[config.mk]
export PLATFORM = sky130hd
export DESIGN_NAME = seg7_scan_driver_flat
export DESIGN_NICKNAME = d
export VERILOG_FILES = /design/src/rtl/seg7_scan_driver_pkg.sv /design/src/rtl/seg7_scan_driver_if.sv /design/src/rtl/seg7_scan_driver_hex_decode.sv /design/src/rtl/seg7_scan_driver.sv /design/src/flat_wrapper.sv
export SDC_FILE = /design/constraint.sdc
export NUM_CORES = 1
export LEC_CHECK = 0
export BUFFER_PORTS_ARGS = -buffer_cell sky130_fd_sc_hd__buf_4
export CAP_MARGIN = 20
export CELL_PAD_IN_SITES_DETAIL_PLACEMENT = 1
export CELL_PAD_IN_SITES_GLOBAL_PLACEMENT = 2
export CORE_MARGIN = 10
export CORE_UTILIZATION = 35
export CTS_BUF_LIST = sky130_fd_sc_hd__clkbuf_16
export DETAILED_ROUTE_END_ITERATION = 10
export HOLD_SLACK_MARGIN = 0.05
export PLACE_DENSITY = 0.81
export SLEW_MARGIN = 25
export SYNTH_ARGS = -nofsm -noshare
export SYNTH_HDL_FRONTEND = slang
export SYNTH_SLANG_ARGS = --single-unit
[constraint.sdc]
create_clock -name clk -period 2.2 [get_ports clk]
set_input_delay 0.44 -clock clk [delete_from_list [all_inputs] [get_ports clk]]
set_output_delay 0.44 -clock clk [all_outputs]
set_load 0.05 [all_outputs]
[src/rtl/seg7_scan_driver_pkg.sv]
// Shared definitions for the multiplexed 7-segment scan driver: FSM states,
// segment bit positions and the hex glyph table.
package seg7_scan_driver_pkg;

  typedef enum logic [1:0] {
    ST_OFF   = 2'd0,
    ST_GUARD = 2'd1,
    ST_DRIVE = 2'd2
  } state_e;

  // Segment vector layout is {dp,g,f,e,d,c,b,a}
  localparam int unsigned SEG_DP_BIT = 7;

  localparam logic [6:0] HEX_SEG [16] = '{
    7'h3F, 7'h06, 7'h5B, 7'h4F, 7'h66, 7'h6D, 7'h7D, 7'h07,
    7'h7F, 7'h6F, 7'h77, 7'h7C, 7'h39, 7'h5E, 7'h79, 7'h71
  };

  function automatic int unsigned clog2_min1(input int unsigned v);
    return (v > 1) ? $clog2(v) : 1;
  endfunction

endpackage

[src/rtl/seg7_scan_driver_if.sv]
// Valid/ready load port carrying the packed hex nibbles for all digits.
interface seg7_scan_driver_if #(
  parameter int unsigned DIGITS = 4
);
  logic                  load_valid;
  logic                  load_ready;
  logic [4*DIGITS-1:0]   load_data;

  modport master (output load_valid, output load_data, input load_ready);
  modport slave  (input load_valid, input load_data, output load_ready);
endinterface

[src/rtl/seg7_scan_driver_hex_decode.sv]
// Combinational hex nibble to a..g segment pattern (active-high).
module seg7_scan_driver_hex_decode
  import seg7_scan_driver_pkg::*;
(
  input  logic [3:0] nibble_i,
  output logic [6:0] pattern_o
);
  always_comb pattern_o = HEX_SEG[nibble_i];
endmodule

[src/rtl/seg7_scan_driver.sv]
// Multiplexed N-digit 7-segment driver with double-buffered load port and guard slots.
// Optional build macro: SEG7_LEADING_ZERO_BLANK_EN (auto-blank leading zero digits).
module seg7_scan_driver
  import seg7_scan_driver_pkg::*;
#(
  parameter int unsigned DIGITS         = 4,
  parameter int unsigned PRESCALE       = 50000,
  parameter int unsigned GUARD_CYCLES   = 2,
  parameter bit          SEG_ACTIVE_LOW = 1'b0,
  parameter bit          DIG_ACTIVE_LOW = 1'b0
) (
  input  logic                clk,
  input  logic                rst,
  input  logic                enable_i,
  seg7_scan_driver_if.slave   load_if,
  input  logic [DIGITS-1:0]   dp_in_i,
  input  logic [DIGITS-1:0]   blank_mask_i,
  output logic [7:0]          seg_o,
  output logic [DIGITS-1:0]   dig_en_o,
  output logic                frame_start_o
);

  localparam int unsigned IW = clog2_min1(DIGITS);
  localparam int unsigned CW = clog2_min1((PRESCALE > GUARD_CYCLES) ? PRESCALE : GUARD_CYCLES);
  localparam logic [7:0]        SEG_OFF = SEG_ACTIVE_LOW ? '1 : '0;
  localparam logic [DIGITS-1:0] DIG_OFF = DIG_ACTIVE_LOW ? '1 : '0;

  state_e                state_q, state_d;
  logic [IW-1:0]         idx_q, idx_d;
  logic [CW-1:0]         cnt_q, cnt_d;
  logic [4*DIGITS-1:0]   disp_q, disp_d;
  logic [4*DIGITS-1:0]   shad_q, shad_d;
  logic                  full_q, full_d;
  logic [7:0]            seg_q, seg_d;
  logic [DIGITS-1:0]     dig_q, dig_d;
  logic                  fs_q, fs_d;

  logic                  frame_entry;
  logic [3:0]            nibble;
  logic [6:0]            pattern;
  logic [DIGITS-1:0]     lz_blank;
  logic [7:0]            seg_on;
  logic [DIGITS-1:0]     dig_on;

  always_comb begin
    state_d = state_q;
    idx_d   = idx_q;
    cnt_d   = cnt_q + 1'b1;
    if (!enable_i) begin
      state_d = ST_OFF;
      idx_d   = '0;
      cnt_d   = '0;
    end else begin
      case (state_q)
        ST_OFF: begin
          state_d = ST_GUARD;
          idx_d   = '0;
          cnt_d   = '0;
        end
        ST_GUARD: begin
          if (cnt_q == CW'(GUARD_CYCLES - 1)) begin
            state_d = ST_DRIVE;
            cnt_d   = '0;
          end
        end
        ST_DRIVE: begin
          if (cnt_q == CW'(PRESCALE - 1)) begin
            state_d = ST_GUARD;
            cnt_d   = '0;
            idx_d   = (idx_q == IW'(DIGITS - 1)) ? '0 : idx_q + 1'b1;
          end
        end
        default: begin
          state_d = ST_OFF;
          idx_d   = '0;
          cnt_d   = '0;
        end
      endcase
    end
    frame_entry = (state_d == ST_GUARD) && (state_q != ST_GUARD) && (idx_d == '0);
  end

  // Commit uses full_q, so data captured on a boundary edge waits for the next boundary
  always_comb begin
    disp_d = disp_q;
    shad_d = shad_q;
    full_d = full_q;
    if (full_q && ((state_q == ST_OFF) || frame_entry)) begin
      disp_d = shad_q;
      full_d = 1'b0;
    end
    if (load_if.load_valid && !full_q) begin
      shad_d = load_if.load_data;
      full_d = 1'b1;
    end
  end

  assign load_if.load_ready = !full_q;

`ifdef SEG7_LEADING_ZERO_BLANK_EN
  logic zero_run;
  always_comb begin
    lz_blank = '0;
    zero_run = 1'b1;
    for (int unsigned k = DIGITS; k > 1; k--) begin
      zero_run      = zero_run && (disp_q[4*(k-1) +: 4] == 4'h0);
      lz_blank[k-1] = zero_run;
    end
  end
`else
  always_comb lz_blank = '0;
`endif

  always_comb nibble = disp_q[{idx_q, 2'b00} +: 4];

  seg7_scan_driver_hex_decode u_decode (
    .nibble_i  (nibble),
    .pattern_o (pattern)
  );

  always_comb begin
    seg_on = {1'b0, pattern};
    seg_on[SEG_DP_BIT] = dp_in_i[idx_q];
    if (blank_mask_i[idx_q] || lz_blank[idx_q]) seg_on = '0;
    dig_on = '0;
    dig_on[idx_q] = 1'b1;
    seg_d = SEG_OFF;
    dig_d = DIG_OFF;
    // Dropping enable darkens the pins on the same edge the FSM goes OFF
    if (enable_i && (state_q == ST_DRIVE)) begin
      seg_d = SEG_ACTIVE_LOW ? ~seg_on : seg_on;
      dig_d = DIG_ACTIVE_LOW ? ~dig_on : dig_on;
    end
    fs_d = frame_entry;
  end

  always_ff @(posedge clk or posedge rst) begin
    if (rst) begin
      state_q <= ST_OFF;
      idx_q   <= '0;
      cnt_q   <= '0;
      disp_q  <= '0;
      shad_q  <= '0;
      full_q  <= 1'b0;
      seg_q   <= SEG_OFF;
      dig_q   <= DIG_OFF;
      fs_q    <= 1'b0;
    end else begin
      state_q <= state_d;
      idx_q   <= idx_d;
      cnt_q   <= cnt_d;
      disp_q  <= disp_d;
      shad_q  <= shad_d;
      full_q  <= full_d;
      seg_q   <= seg_d;
      dig_q   <= dig_d;
      fs_q    <= fs_d;
    end
  end

  assign seg_o         = seg_q;
  assign dig_en_o      = dig_q;
  assign frame_start_o = fs_q;

endmodule
[src/flat_wrapper.sv]
// flat-port wrapper written by rule: the top's interface ports become plain ports
module seg7_scan_driver_flat import seg7_scan_driver_pkg::*;
#(
  parameter int unsigned DIGITS         = 4,
  parameter int unsigned PRESCALE       = 50000,
  parameter int unsigned GUARD_CYCLES   = 2,
  parameter bit          SEG_ACTIVE_LOW = 1'b0,
  parameter bit          DIG_ACTIVE_LOW = 1'b0
)
  (clk, rst, enable_i, dp_in_i, blank_mask_i, seg_o, dig_en_o, frame_start_o, load_if_load_valid, load_if_load_data, load_if_load_ready);
  seg7_scan_driver_if #(.DIGITS(DIGITS)) load_if_i ();
  input  logic clk;
  input  logic rst;
  input  logic enable_i;
  input  logic [DIGITS-1:0] dp_in_i;
  input  logic [DIGITS-1:0] blank_mask_i;
  output logic [7:0] seg_o;
  output logic [DIGITS-1:0] dig_en_o;
  output logic frame_start_o;
  input wire logic [$bits(load_if_i.load_valid)-1:0] load_if_load_valid;
  input wire logic [$bits(load_if_i.load_data)-1:0] load_if_load_data;
  output wire logic [$bits(load_if_i.load_ready)-1:0] load_if_load_ready;
  assign load_if_i.load_valid = load_if_load_valid;
  assign load_if_i.load_data = load_if_load_data;
  assign load_if_load_ready = load_if_i.load_ready;
  seg7_scan_driver #(.DIGITS(DIGITS), .PRESCALE(PRESCALE), .GUARD_CYCLES(GUARD_CYCLES), .SEG_ACTIVE_LOW(SEG_ACTIVE_LOW), .DIG_ACTIVE_LOW(DIG_ACTIVE_LOW)) u_core (.clk(clk), .rst(rst), .enable_i(enable_i), .load_if(load_if_i), .dp_in_i(dp_in_i), .blank_mask_i(blank_mask_i), .seg_o(seg_o), .dig_en_o(dig_en_o), .frame_start_o(frame_start_o));
endmodule
==> out/results.tsv <==
stage	metric	value	unit
logic_synthesis	Mean Syn Cell Area	11.9	um2
grt	largest net degree at the start of global routing	45	
timing	Hold Slack	0.151	ns
critical_path	Critical Path RT	2.42	ns
logic_synthesis	fraction of registers with async set/reset	100	%
routing	WL per Instance	17.8	um
routing	detailed router's first-iteration violation count	101	
worst_hold_path	Hold WC Path Type	in -> async	
logic_synthesis	synthesized netlist net count	321	
critical_path	r2r setup slk	-0.006	ns
grt	total congestion overflow	0	
clock_network	CTS max path bufs	2	
clock_network	clk sinks	66	
status	run status	complete, but fails checks	
routing	post-route ant nets	0	
clock_network	H-tree Lvls	3	
floorplanning	row cnt	35	
floorplanning	Ports	42	
placement	Port Buffer Count	41	
critical_path	R2R depth	8	
placement	pre-CTS WS	-0.0835	ns
timing	unrepaired setup endpoints after global routing	yes	
routing	vias per cell	5.09	
routing	Via Count	2416	
logic_synthesis	ys flop type	dfrtp_1	
cells_and_area	# nets final	402	
timing	part of the cycle the worst path needs	100	%
logic_synthesis	EDFF count, synth	0	
timing	setup TNS	-0.0120	ns
critical_path	worst setup path class	reg -> reg	
power_and_ir_drop	Max VDD drop	522	uV
cells_and_area	# diodes	0	
critical_path	crit-path max FO	9	
power_and_ir_drop	total chip power	4.36	mW
routing	residual DRC count	0	
floorplanning	die width	117	um
placement	final estimated routing congestion in global placement	0.849	
critical_path	CP endpoint kind	register	
critical_path	CP arrival	2.42	ns
critical_path	worst r2r src	u_core.state_q[0]$_DFF_PP0_	
timing	Final Hold Viols	0	
timing	max-slew violations	0	
grt	first-pass GRT wire length	13500	um
power_and_ir_drop	Lkg Pwr	2.04	nW
logic_synthesis	Syn Std Cell Area	0.00330	mm2
logic_synthesis	post-synthesis cell type count	44	
routing	TritonRoute pass-1 iters	4	
timing	worst slew pin tran	0.549	ns
timing	minimum clock period	2.21	ns
grt	Total GRT Usage	12.6	%
timing	final worst slack	-0.00560	ns
clock_network	CTS Root Cell	clkbuf_16	
grt	vias in the first global route	2763	
critical_path	CP startpoint kind	register	
clock_network	# hold bufs at CTS	0	
critical_path	reg2reg end	u_core.disp_q[1]$_DFFE_PP0P_	
status	failing checks	setup timing	
floorplanning	Core Area	0.00920	mm2
floorplanning	Die H	117	um
clock_network	clk slew on worst S/H paths	0.06	ns
placement	DP Wirelength	5700	um
logic_synthesis	Cells after Synth	278	
timing	Fmax	453	MHz
clock_network	CTS tree	done	
grt	initial antenna violation count	0	
clock_network	Clk Latency, worst-skew pair	0.34	ns
power_and_ir_drop	PD cells	979	mW/mm2
clock_network	CTS Buf Count	9	
flow_run	max_cap viols	0	
timing	Setup violations, final	4	
routing	Routed WL	8430	um
cells_and_area	area delta synth->final	35.0	%
timing	Clock Skews	0.00891	ns
cells_and_area	layout cells sized above 1	44.5	%
logic_synthesis	Synth Register Bits	66	
logic_synthesis	sequential-to-total area share from yosys stat	50.1	%
floorplanning	die area	0.0137	mm2
logic_synthesis	YS warnings	0	
timing	relative slew slack	63.3	%
floorplanning	Initial Util	35.9	%
-- per-stage QoR --
step                      cell area [um2]  instances  util (%)
after floorplan                      3340        278         -
after global placement               3960        448      43.0
after detailed placement             3960        448      43.0
after CTS                            4310        469      46.9
after global routing                 4460        475      48.4
final                                4460        475      48.4
-- final cells by class --
cell class,count,area (um2)
clock buffer,9,225
clock inverter,7,76.3
fill,990,4740
inverter,13,52.6
multi-input combinational,188,1640
sequential,66,1660
tap,111,139
timing repair buffer,81,667
-- flip-flops by register name, summed over array words and instances, names as in the netlist --
name and cells:
u_core.idx_q 2, u_core.frame_start_o 1, u_core.cnt_q 16, u_core.shad_q 16, u_core.dig_en_o 4, u_core.seg_o 8
u_core.full_q 1, u_core.state_q 2, u_core.disp_q 16
-- power by group --
part	internal, mW	switching [mW]	total [mW]
sequential	1.45	0.166	1.62
clock	0.884	0.573	1.46
combinational	0.715	0.570	1.29
-- worst max-delay path, stage by stage, from the launching register on --
cell	delay, ns
dfrtp_1	0.42
inv_2	0.13
ha_4	0.22
o211ai_1	0.14
a21oi_2	0.23
nand3_2	0.13
o211ai_4	0.30
clkbuf_16	0.21
mux2_4	0.30
-- cells in the mapped netlist (5+ instances only) --
library cell,count,area share (%)
dfrtp_1,66,50
nor2_1,29,3.3
mux2_2,23,7.8
nand2_1,16,1.8
ha_1,15,5.7
inv_1,13,1.5
nand3_1,11,1.7
mux2_4,10,4.6
xor2_1,9,2.4
a21oi_1,8,1.2
clkbuf_1,7,0.80
and3_1,6,1.1
mux4_2,5,3.4
nor3_1,5,0.76
o21ai_0,5,0.76
xnor2_1,5,1.3
-- kinds of logic (layout without fill, tap and decap cells) --
logic type                 after synthesis  after routing  share of synthesized area [%]
AOI/OAI and AO/OA                       28             28                           6.14
xor gates and xnor gates                14             14                           3.72
adders and majority gates               15             15                           5.69
buffers and inverters                   24            110                           3.60
DFF                                     66             66                           50.1
muxes                                   41             41                           16.7
and+or+nand+nor                         90             90                           14.1
-- worst max-delay path by stage --
stage | slack [ns] | to | cells after the start | from
after detailed placement | -0.08 | u_core.disp_q[15]$_DFFE_PP0P_ | 8 | u_core.state_q[0]$_DFF_PP0_
after floorplan | 0.03 | u_core.disp_q[0]$_DFFE_PP0P_ | 10 | u_core.idx_q[0]$_DFF_PP0_
final | -0.006 | u_core.disp_q[1]$_DFFE_PP0P_ | 8 | u_core.state_q[0]$_DFF_PP0_
after global placement | 0.06 | u_core.disp_q[11]$_DFFE_PP0P_ | 8 | u_core.state_q[0]$_DFF_PP0_
after global routing | -0.09 | u_core.disp_q[8]$_DFFE_PP0P_ | 8 | u_core.state_q[0]$_DFF_PP0_
after CTS | 0.01 | u_core.disp_q[13]$_DFFE_PP0P_ | 10 | u_core.state_q[1]$_DFF_PP0_
-- layer usage --
layer | wire length, um | vias up | global-route usage, %
met5 | 0 | - | 0
met4 | 167 | 0 | 5.44
met3 | 429 | 16 | 3.98
met2 | 4170 | 43 | 20.7
met1 | 3670 | 1225 | 14.8
li1 | - | 1132 | -
-- cells in the final DEF, fill, tap and decap left out, types with 9 or more instances in the layout --
master and n:
ha_1 10, xor2_1 9, dfrtp_1 63, buf_4 76
clkbuf_16 10, nand3_1 10, nor2_1 29, mux2_2 17
nand2_1 16, mux2_4 16
-- what timing repair did --
item	in CTS	in global routing
gates cloned	0	1
pin swaps	1	2
buffers inserted	5	5
resized for setup	5	20
setup endpoints to repair	16	18
Note: power is estimated with default switching activity, not from simulation.
